File: config.mk
export PLATFORM = sky130hd
export DESIGN_NAME = sram_arbiter_bridge
export DESIGN_NICKNAME = d
export VERILOG_FILES = /design/src/rtl/sram_arbiter_bridge_pkg.sv /design/src/rtl/sram_beat_timer.sv /design/src/rtl/sram_arbiter_bridge.sv
export SDC_FILE = /design/constraint.sdc
export NUM_CORES = 1
export LEC_CHECK = 0
export CAP_MARGIN = 25
export CORE_AREA = 5 5 115 128
export DETAILED_ROUTE_END_ITERATION = 8
export DIE_AREA = 0 0 120 133
export PLACE_DENSITY = 0.83
export SLEW_MARGIN = 40
export SYNTH_ARGS = -nofsm -noshare
export SYNTH_HDL_FRONTEND = slang
export SYNTH_HIERARCHICAL = 1
export SYNTH_SLANG_ARGS = --single-unit
File: constraint.sdc
create_clock -name clk -period 5.1 [get_ports clk]
set_clock_uncertainty 0.2 [all_clocks]
set_input_delay 0.765 -clock clk [delete_from_list [all_inputs] [get_ports clk]]
set_output_delay 0.765 -clock clk [all_outputs]
set_load 0.02 [all_outputs]
File: src/rtl/sram_arbiter_bridge_pkg.sv
// sram_bridge_defs: shared FSM state and grant encodings for the SRAM bridge
package sram_bridge_defs;
  typedef enum logic [1:0] {
    S_IDLE   = 2'd0,
    S_ACCESS = 2'd1,
    S_DONE   = 2'd2
  } state_t;
  typedef enum logic {
    GRANT_INST = 1'b0,
    GRANT_DATA = 1'b1
  } grant_t;
  function automatic int beats_of(input int dw);
    return (dw == 16) ? 2 : 1;
  endfunction
endpackage

File: src/rtl/sram_beat_timer.sv
// sram_beat_timer: per-beat cycle counter and beat index for the SRAM access
module sram_beat_timer #(
  parameter int BEATS = 1,
  parameter int N     = 2
) (
  input  logic clk,
  input  logic rst,
  input  logic i_start,
  input  logic i_start_beat,
  input  logic i_run,
  input  logic i_skip_hi,
  output logic o_beat,
  output logic o_beat_last,
  output logic o_access_last,
  output logic o_we_win
);
  localparam int CW = $clog2(N);
  localparam logic [CW-1:0] LAST = CW'(N - 1);
  logic [CW-1:0] r_cnt;
  logic          r_beat;
  assign o_beat        = r_beat;
  assign o_beat_last   = r_cnt == LAST;
  assign o_access_last = o_beat_last && (r_beat || BEATS == 1 || i_skip_hi);
  assign o_we_win      = r_cnt != LAST;
  // count cycles within a beat and advance to the upper half after the lower one
  always_ff @(posedge clk or posedge rst) begin
    if (rst) begin
      r_cnt  <= '0;
      r_beat <= 1'b0;
    end else if (i_start) begin
      r_cnt  <= '0;
      r_beat <= i_start_beat;
    end else if (i_run) begin
      r_cnt  <= o_beat_last ? '0 : r_cnt + 1'b1;
      r_beat <= o_beat_last ? !o_access_last : r_beat;
    end
  end
endmodule

File: src/rtl/sram_arbiter_bridge.sv
// sram_arbiter_bridge: arbitrates fetch and load/store ports onto one async SRAM
module sram_arbiter_bridge
  import sram_bridge_defs::*;
#(
  parameter int ADDR_W      = 20,
  parameter int SRAM_DW     = 32,
  parameter int WAIT_CYCLES = 1,
  parameter int DATA_PRIO   = 1,
  localparam int BEATS      = beats_of(SRAM_DW),
  localparam int N          = WAIT_CYCLES + 1,
  localparam int BW         = SRAM_DW / 8
) (
  input  logic                    clk,
  input  logic                    rst,
  input  logic                    inst_req,
  input  logic [31:0]             inst_addr,
  output logic [31:0]             inst_rdata,
  output logic                    inst_ready,
  input  logic                    data_req,
  input  logic                    data_we,
  input  logic [3:0]              data_be,
  input  logic [31:0]             data_addr,
  input  logic [31:0]             data_wdata,
  output logic [31:0]             data_rdata,
  output logic                    data_ready,
  output logic                    cpu_stall,
  output logic [ADDR_W+BEATS-2:0] sram_addr,
  output logic [SRAM_DW-1:0]      sram_dq_o,
  input  logic [SRAM_DW-1:0]      sram_dq_i,
  output logic                    sram_dq_oe,
  output logic                    sram_ce_n,
  output logic                    sram_oe_n,
  output logic                    sram_we_n,
  output logic [BW-1:0]           sram_be_n
);
  state_t              r_state, w_next;
  grant_t              r_grant;
  logic [ADDR_W-1:0]   r_addr;
  logic                r_we;
  logic [3:0]          r_be;
  logic [31:0]         r_wdata, r_inst_rdata, r_data_rdata;
  logic [15:0]         r_lo;
  logic                w_any, w_gnt_data, w_idle, w_acc, w_start;
  logic                w_skip_all, w_start_beat, w_skip_hi;
  logic                w_beat, w_beat_last, w_access_last, w_we_win;
  logic [31:0]         w_word;
  logic [BW-1:0]       w_lane_be;
  logic [SRAM_DW-1:0]  w_lane_wd;
  logic                w_unused;
  assign w_any        = inst_req || data_req;
  assign w_gnt_data   = data_req && (DATA_PRIO != 0 || !inst_req);
  assign w_idle       = r_state == S_IDLE;
  assign w_acc        = r_state == S_ACCESS;
  assign w_start      = w_idle && w_any;
  assign w_skip_all   = w_gnt_data && data_we && data_be == 4'b0000;
  assign w_start_beat = BEATS == 2 && w_gnt_data && data_we && data_be[1:0] == 2'b00;
  assign w_skip_hi    = BEATS == 2 && r_we && r_be[3:2] == 2'b00;
  assign w_unused     = ^{inst_addr, data_addr, r_lo, w_beat};
  sram_beat_timer #(
    .BEATS(BEATS),
    .N    (N)
  ) u_timer (
    .clk          (clk),
    .rst          (rst),
    .i_start      (w_start),
    .i_start_beat (w_start_beat),
    .i_run        (w_acc),
    .i_skip_hi    (w_skip_hi),
    .o_beat       (w_beat),
    .o_beat_last  (w_beat_last),
    .o_access_last(w_access_last),
    .o_we_win     (w_we_win)
  );
  if (BEATS == 2) begin : g_half
    assign w_word    = {sram_dq_i, r_lo};
    assign w_lane_be = w_beat ? r_be[3:2] : r_be[1:0];
    assign w_lane_wd = w_beat ? r_wdata[31:16] : r_wdata[15:0];
    assign sram_addr = {r_addr, w_beat};
  end else begin : g_full
    assign w_word    = sram_dq_i;
    assign w_lane_be = r_be;
    assign w_lane_wd = r_wdata;
    assign sram_addr = r_addr;
  end
  // FSM state register
  always_ff @(posedge clk or posedge rst) begin
    if (rst) r_state <= S_IDLE;
    else r_state <= w_next;
  end
  // FSM next state: a store with no enabled bytes goes straight to the completion cycle
  always_comb begin
    w_next = w_idle ? (w_any ? (w_skip_all ? S_DONE : S_ACCESS) : S_IDLE)
           : w_acc  ? (w_access_last ? S_DONE : S_ACCESS)
           : S_IDLE;
  end
  // latch the winning request; loads and fetches always enable every lane
  always_ff @(posedge clk or posedge rst) begin
    if (rst) begin
      r_grant <= GRANT_INST;
      r_addr  <= '0;
      r_we    <= 1'b0;
      r_be    <= 4'h0;
      r_wdata <= '0;
    end else if (w_start) begin
      r_grant <= w_gnt_data ? GRANT_DATA : GRANT_INST;
      r_addr  <= w_gnt_data ? data_addr[ADDR_W+1:2] : inst_addr[ADDR_W+1:2];
      r_we    <= w_gnt_data && data_we;
      r_be    <= (w_gnt_data && data_we) ? data_be : 4'hF;
      r_wdata <= data_wdata;
    end
  end
  // sample read data at the end of each beat; the port register only changes on completion
  always_ff @(posedge clk or posedge rst) begin
    if (rst) begin
      r_lo         <= '0;
      r_inst_rdata <= '0;
      r_data_rdata <= '0;
    end else if (w_acc && !r_we && w_beat_last) begin
      r_lo <= sram_dq_i[15:0];
      if (w_access_last && r_grant == GRANT_DATA) r_data_rdata <= w_word;
      if (w_access_last && r_grant == GRANT_INST) r_inst_rdata <= w_word;
    end
  end
  // FSM outputs: strobes only during ACCESS, we_n released in the last cycle of each beat
  always_comb begin
    sram_ce_n  = !w_acc;
    sram_oe_n  = !(w_acc && !r_we);
    sram_we_n  = !(w_acc && r_we && w_we_win);
    sram_dq_oe = w_acc && r_we;
    sram_be_n  = w_acc ? ~w_lane_be : '1;
    inst_ready = r_state == S_DONE && r_grant == GRANT_INST;
    data_ready = r_state == S_DONE && r_grant == GRANT_DATA;
  end
  assign sram_dq_o  = w_lane_wd;
  assign inst_rdata = r_inst_rdata;
  assign data_rdata = r_data_rdata;
  assign cpu_stall  = (inst_req && !inst_ready) || (data_req && !data_ready);
endmodule

* Word-level counts from Yosys, hierarchy flattened
Index checks and enable logic that the tools add are counted.
Cells by class: mux-type cells 12, add/subtract/negate cells 1, reduce and logical (&&, ||, !) cells 26, equal/unequal tests 2, bitwise gates (word level) 3
Operators by type and width (count):
- $mux 20 | 1
- $logic_and 1x1->1 | 13
- $mux 2 | 5
- $mux 4 | 2
- $logic_not 1->1 | 6
- $logic_not 4->1 | 1
- $mux 1 | 4
- $not 4->4 | 1
- $reduce_and 2->1 | 2
- $eq 2x1->1 const B | 1
- $eq 2x2->1 const B | 1
- $logic_not 2->1 | 1
- $logic_or 1x1->1 | 2
- $not 1->1 | 2
- $reduce_bool 2->1 | 1
- $add 1x1->1 const B | 1
Word-level totals: flip-flop bits (word level) 125, output and inout bits 127, logic and storage cells 53, input port bits 137

* Depth between registers and ports, before layout
word-level depth 5, mapped depth 6, depth with buffers taken out 4

* Modules after synthesis
The synthesis kept the hierarchy.
By module, submodules not included:
- sram_arbiter_bridge | area an instance 5078.6 µm², cells each 311, times used 1, seq. area each 3103.0 µm²
- sram_beat_timer | area an instance 100.1 µm², cells each 10, times used 1, seq. area each 50.0 µm²

* Least setup slack after synthesis
OpenSTA, ideal clock, no wires.
path type input port to output port, start in data_req, end out cpu_stall, stages on the path 4, slack 2.500 ns, data arrival time 1.635 ns, required time 4.135 ns, buffers on the path 2, cells stage by stage buf_2 buf_1 inv_1 o22ai_1
Between the ends: longest elaborated chain between the ends 2
Ends and longest elaborated chain:
- from (decl) | line sram_arbiter_bridge.sv:19 | input logic data_req,
- $logic_and 1x1->1 | line sram_arbiter_bridge.sv:137 | assign cpu_stall = (inst_req && !inst_ready) || (data_req && !data_ready);
- $logic_or 1x1->1 | line sram_arbiter_bridge.sv:137
- to (decl) | line sram_arbiter_bridge.sv:26 | output logic cpu_stall,
No other way between the ends.

* Worst setup path in the final report
Same ends and word-level chain as after synthesis.

==> out/results.ini <==
[placement]
globalplace.congestion=0.704
hpwl_mm=10.1
port_buffers=239
post_dp_cell_area_um2=7660

[finish]
finalInstanceArea_um2=8370
nets=699
n_antenna_cell=0
area_growth_pct=63.3
drive_gt1_share_pct=31.0

[synthesis]
postSynthAreaPerCell_um2=16.2
synth_nets=453
syn-cell-area_um2=5130
ys_warn_count=6
synth_cells=316

[grt]
grt_use_total_pct=17.5
grt_max_degree=60
antenna_found_initial=0
grt_pass1_wl_mm=21.7
grt_pass1_vias=4105
grt-ovfl-total=0

[timing]
period_needed_ns=3.35
rsz0062_at_grt=false
setup_viol=0
final_hold_viol_count=0
finalCritPeriodShare_pct=65.7
tns_ns=0
slew_headroom_pct=52.2
worst-slew-pin-transition_ns=0.718
drv_slew=0
max_freq_ghz=0.299

[detailed_routing]
drc=0
drtIter0Drc=138
viasPerCell=4.82
wire_per_inst_um=18.3
final_antenna_net_count=0
first_pass_iters=4
num_vias=3559
drt_wl_total_mm=13.5

[critical_path]
rrSetupSlack_ns=2.72
worstPathMaxFanout=11
worstSetupEndpoint=cpu_stall
crit_path_start=data_req
cp-end-kind=primary output
cp.arrival_ns=2.38
r2r_end=inst_rdata[30]
required_ns=4.14
crit_type=in -> out
worst_setup_path_start_kind=primary input
worst_r2r_path_depth=5
r2r_start=r_state[1]

[floorplanning]
initial_core_util_pct=38.1
fp.coreArea_um2=13500
die_x_um=120
dieHeight_um=133
rows=45
dieArea_um2=16000
io_pins=264

[clocking]
clock_latency_ns=0.41
cts_buffers=17
post_cts_resize_count=0
htreeDepth=4
postCtsSetupRepairBufs=0
tritoncts=built
cts_buffer_depth=2
clkSinkCount=125
clk_pin_slew_ns=0.05
cts_hold_buf=0
cts_root_buf=clkbuf_16

[power_and_ir_drop]
ir_drop_mv=0.387
leakagePower_uw=0.00355
p_per_area_nw_per_um2=683

[flow_run]
drv_cap=0

[outcome]
run_status=finished clean

[hold_path]
worst_hold_path_type=reg -> reg

==> cells in the final DEF (no fill, tap or decap), types with 2 or more instances in the layout <==
cell type	count
nand2_1	7
o22a_1	3
mux2_4	30
mux2_2	107
clkbuf_8	4
dfrtp_1	125
inv_4	2
nand3_1	2
buf_4	5
clkdlybuf4s50_1	239
bufinv_16	7
clkbuf_16	17
nor2_1	3
o22ai_1	2
inv_1	5
==> metrics by stage <==
stage	util, %	setup slack (ns)	power, uW	cells	hold slack [ns]
floorplan	-	0.836	3080	316	0.281
global placement	56.9	1.68	4230	707	0.269
detailed placement	56.9	1.72	4310	707	0.283
CTS	62.2	1.73	5790	739	0.295
global route	62.2	1.65	5990	739	0.313
finish	62.2	1.75	5720	739	0.291
==> state kept, by name, indices dropped and copies added (netlist names) <==
register	flops
inst_rdata	32
data_rdata	32
r_be	4
r_grant	1
sram_dq_o	32
r_we	1
sram_addr	20
u_timer/o_access_last	1
r_state	2
==> critical path, stage by stage <==
cell             delay [ns]
clkdlybuf4s50_1        0.77
inv_1                  0.08
o22ai_1                0.13
clkdlybuf4s50_1        0.64
==> power breakdown <==
| part | internal [uW] | switching [uW] |
|---|---|---|
| logic | 1380 | 1180 |
| clock network | 1020 | 421 |
| registers | 1450 | 264 |
| total | 3860 | 1860 |
==> area by class of cell <==
cell class	count	area (um2)
clock inverters	10	231
repair buffers	244	2430
well taps	164	205
flip-flops and latches	125	3130
fillers	1031	5080
clock buffers	22	484
multi-input cells	166	1860
inverters	8	40.0
==> worst min path at each step <==
stage                              start  cells after the start              to  slack, ns
final                      data_rdata[9]                      1   data_rdata[9]       0.29
after global routing      inst_rdata[30]                      1  inst_rdata[30]       0.31
after CTS                  data_rdata[9]                      1   data_rdata[9]       0.29
after detailed placement   data_rdata[9]                      1   data_rdata[9]       0.28
after global placement     data_rdata[9]                      1   data_rdata[9]       0.27
after floorplan                  r_be[1]                      1         r_be[1]       0.28
==> routing by layer <==
| metal | vias up | wire [um] | GRT usage (%) |
|---|---|---|---|
| met4 | 0 | 276 | 7.00 |
| met3 | 20 | 1370 | 7.91 |
| li1 | 1607 | - | - |
| met1 | 1765 | 4970 | 18.7 |
| met2 | 167 | 6920 | 30.2 |
| met5 | - | 0 | 0 |
Power figures use the tool's default switching activity.
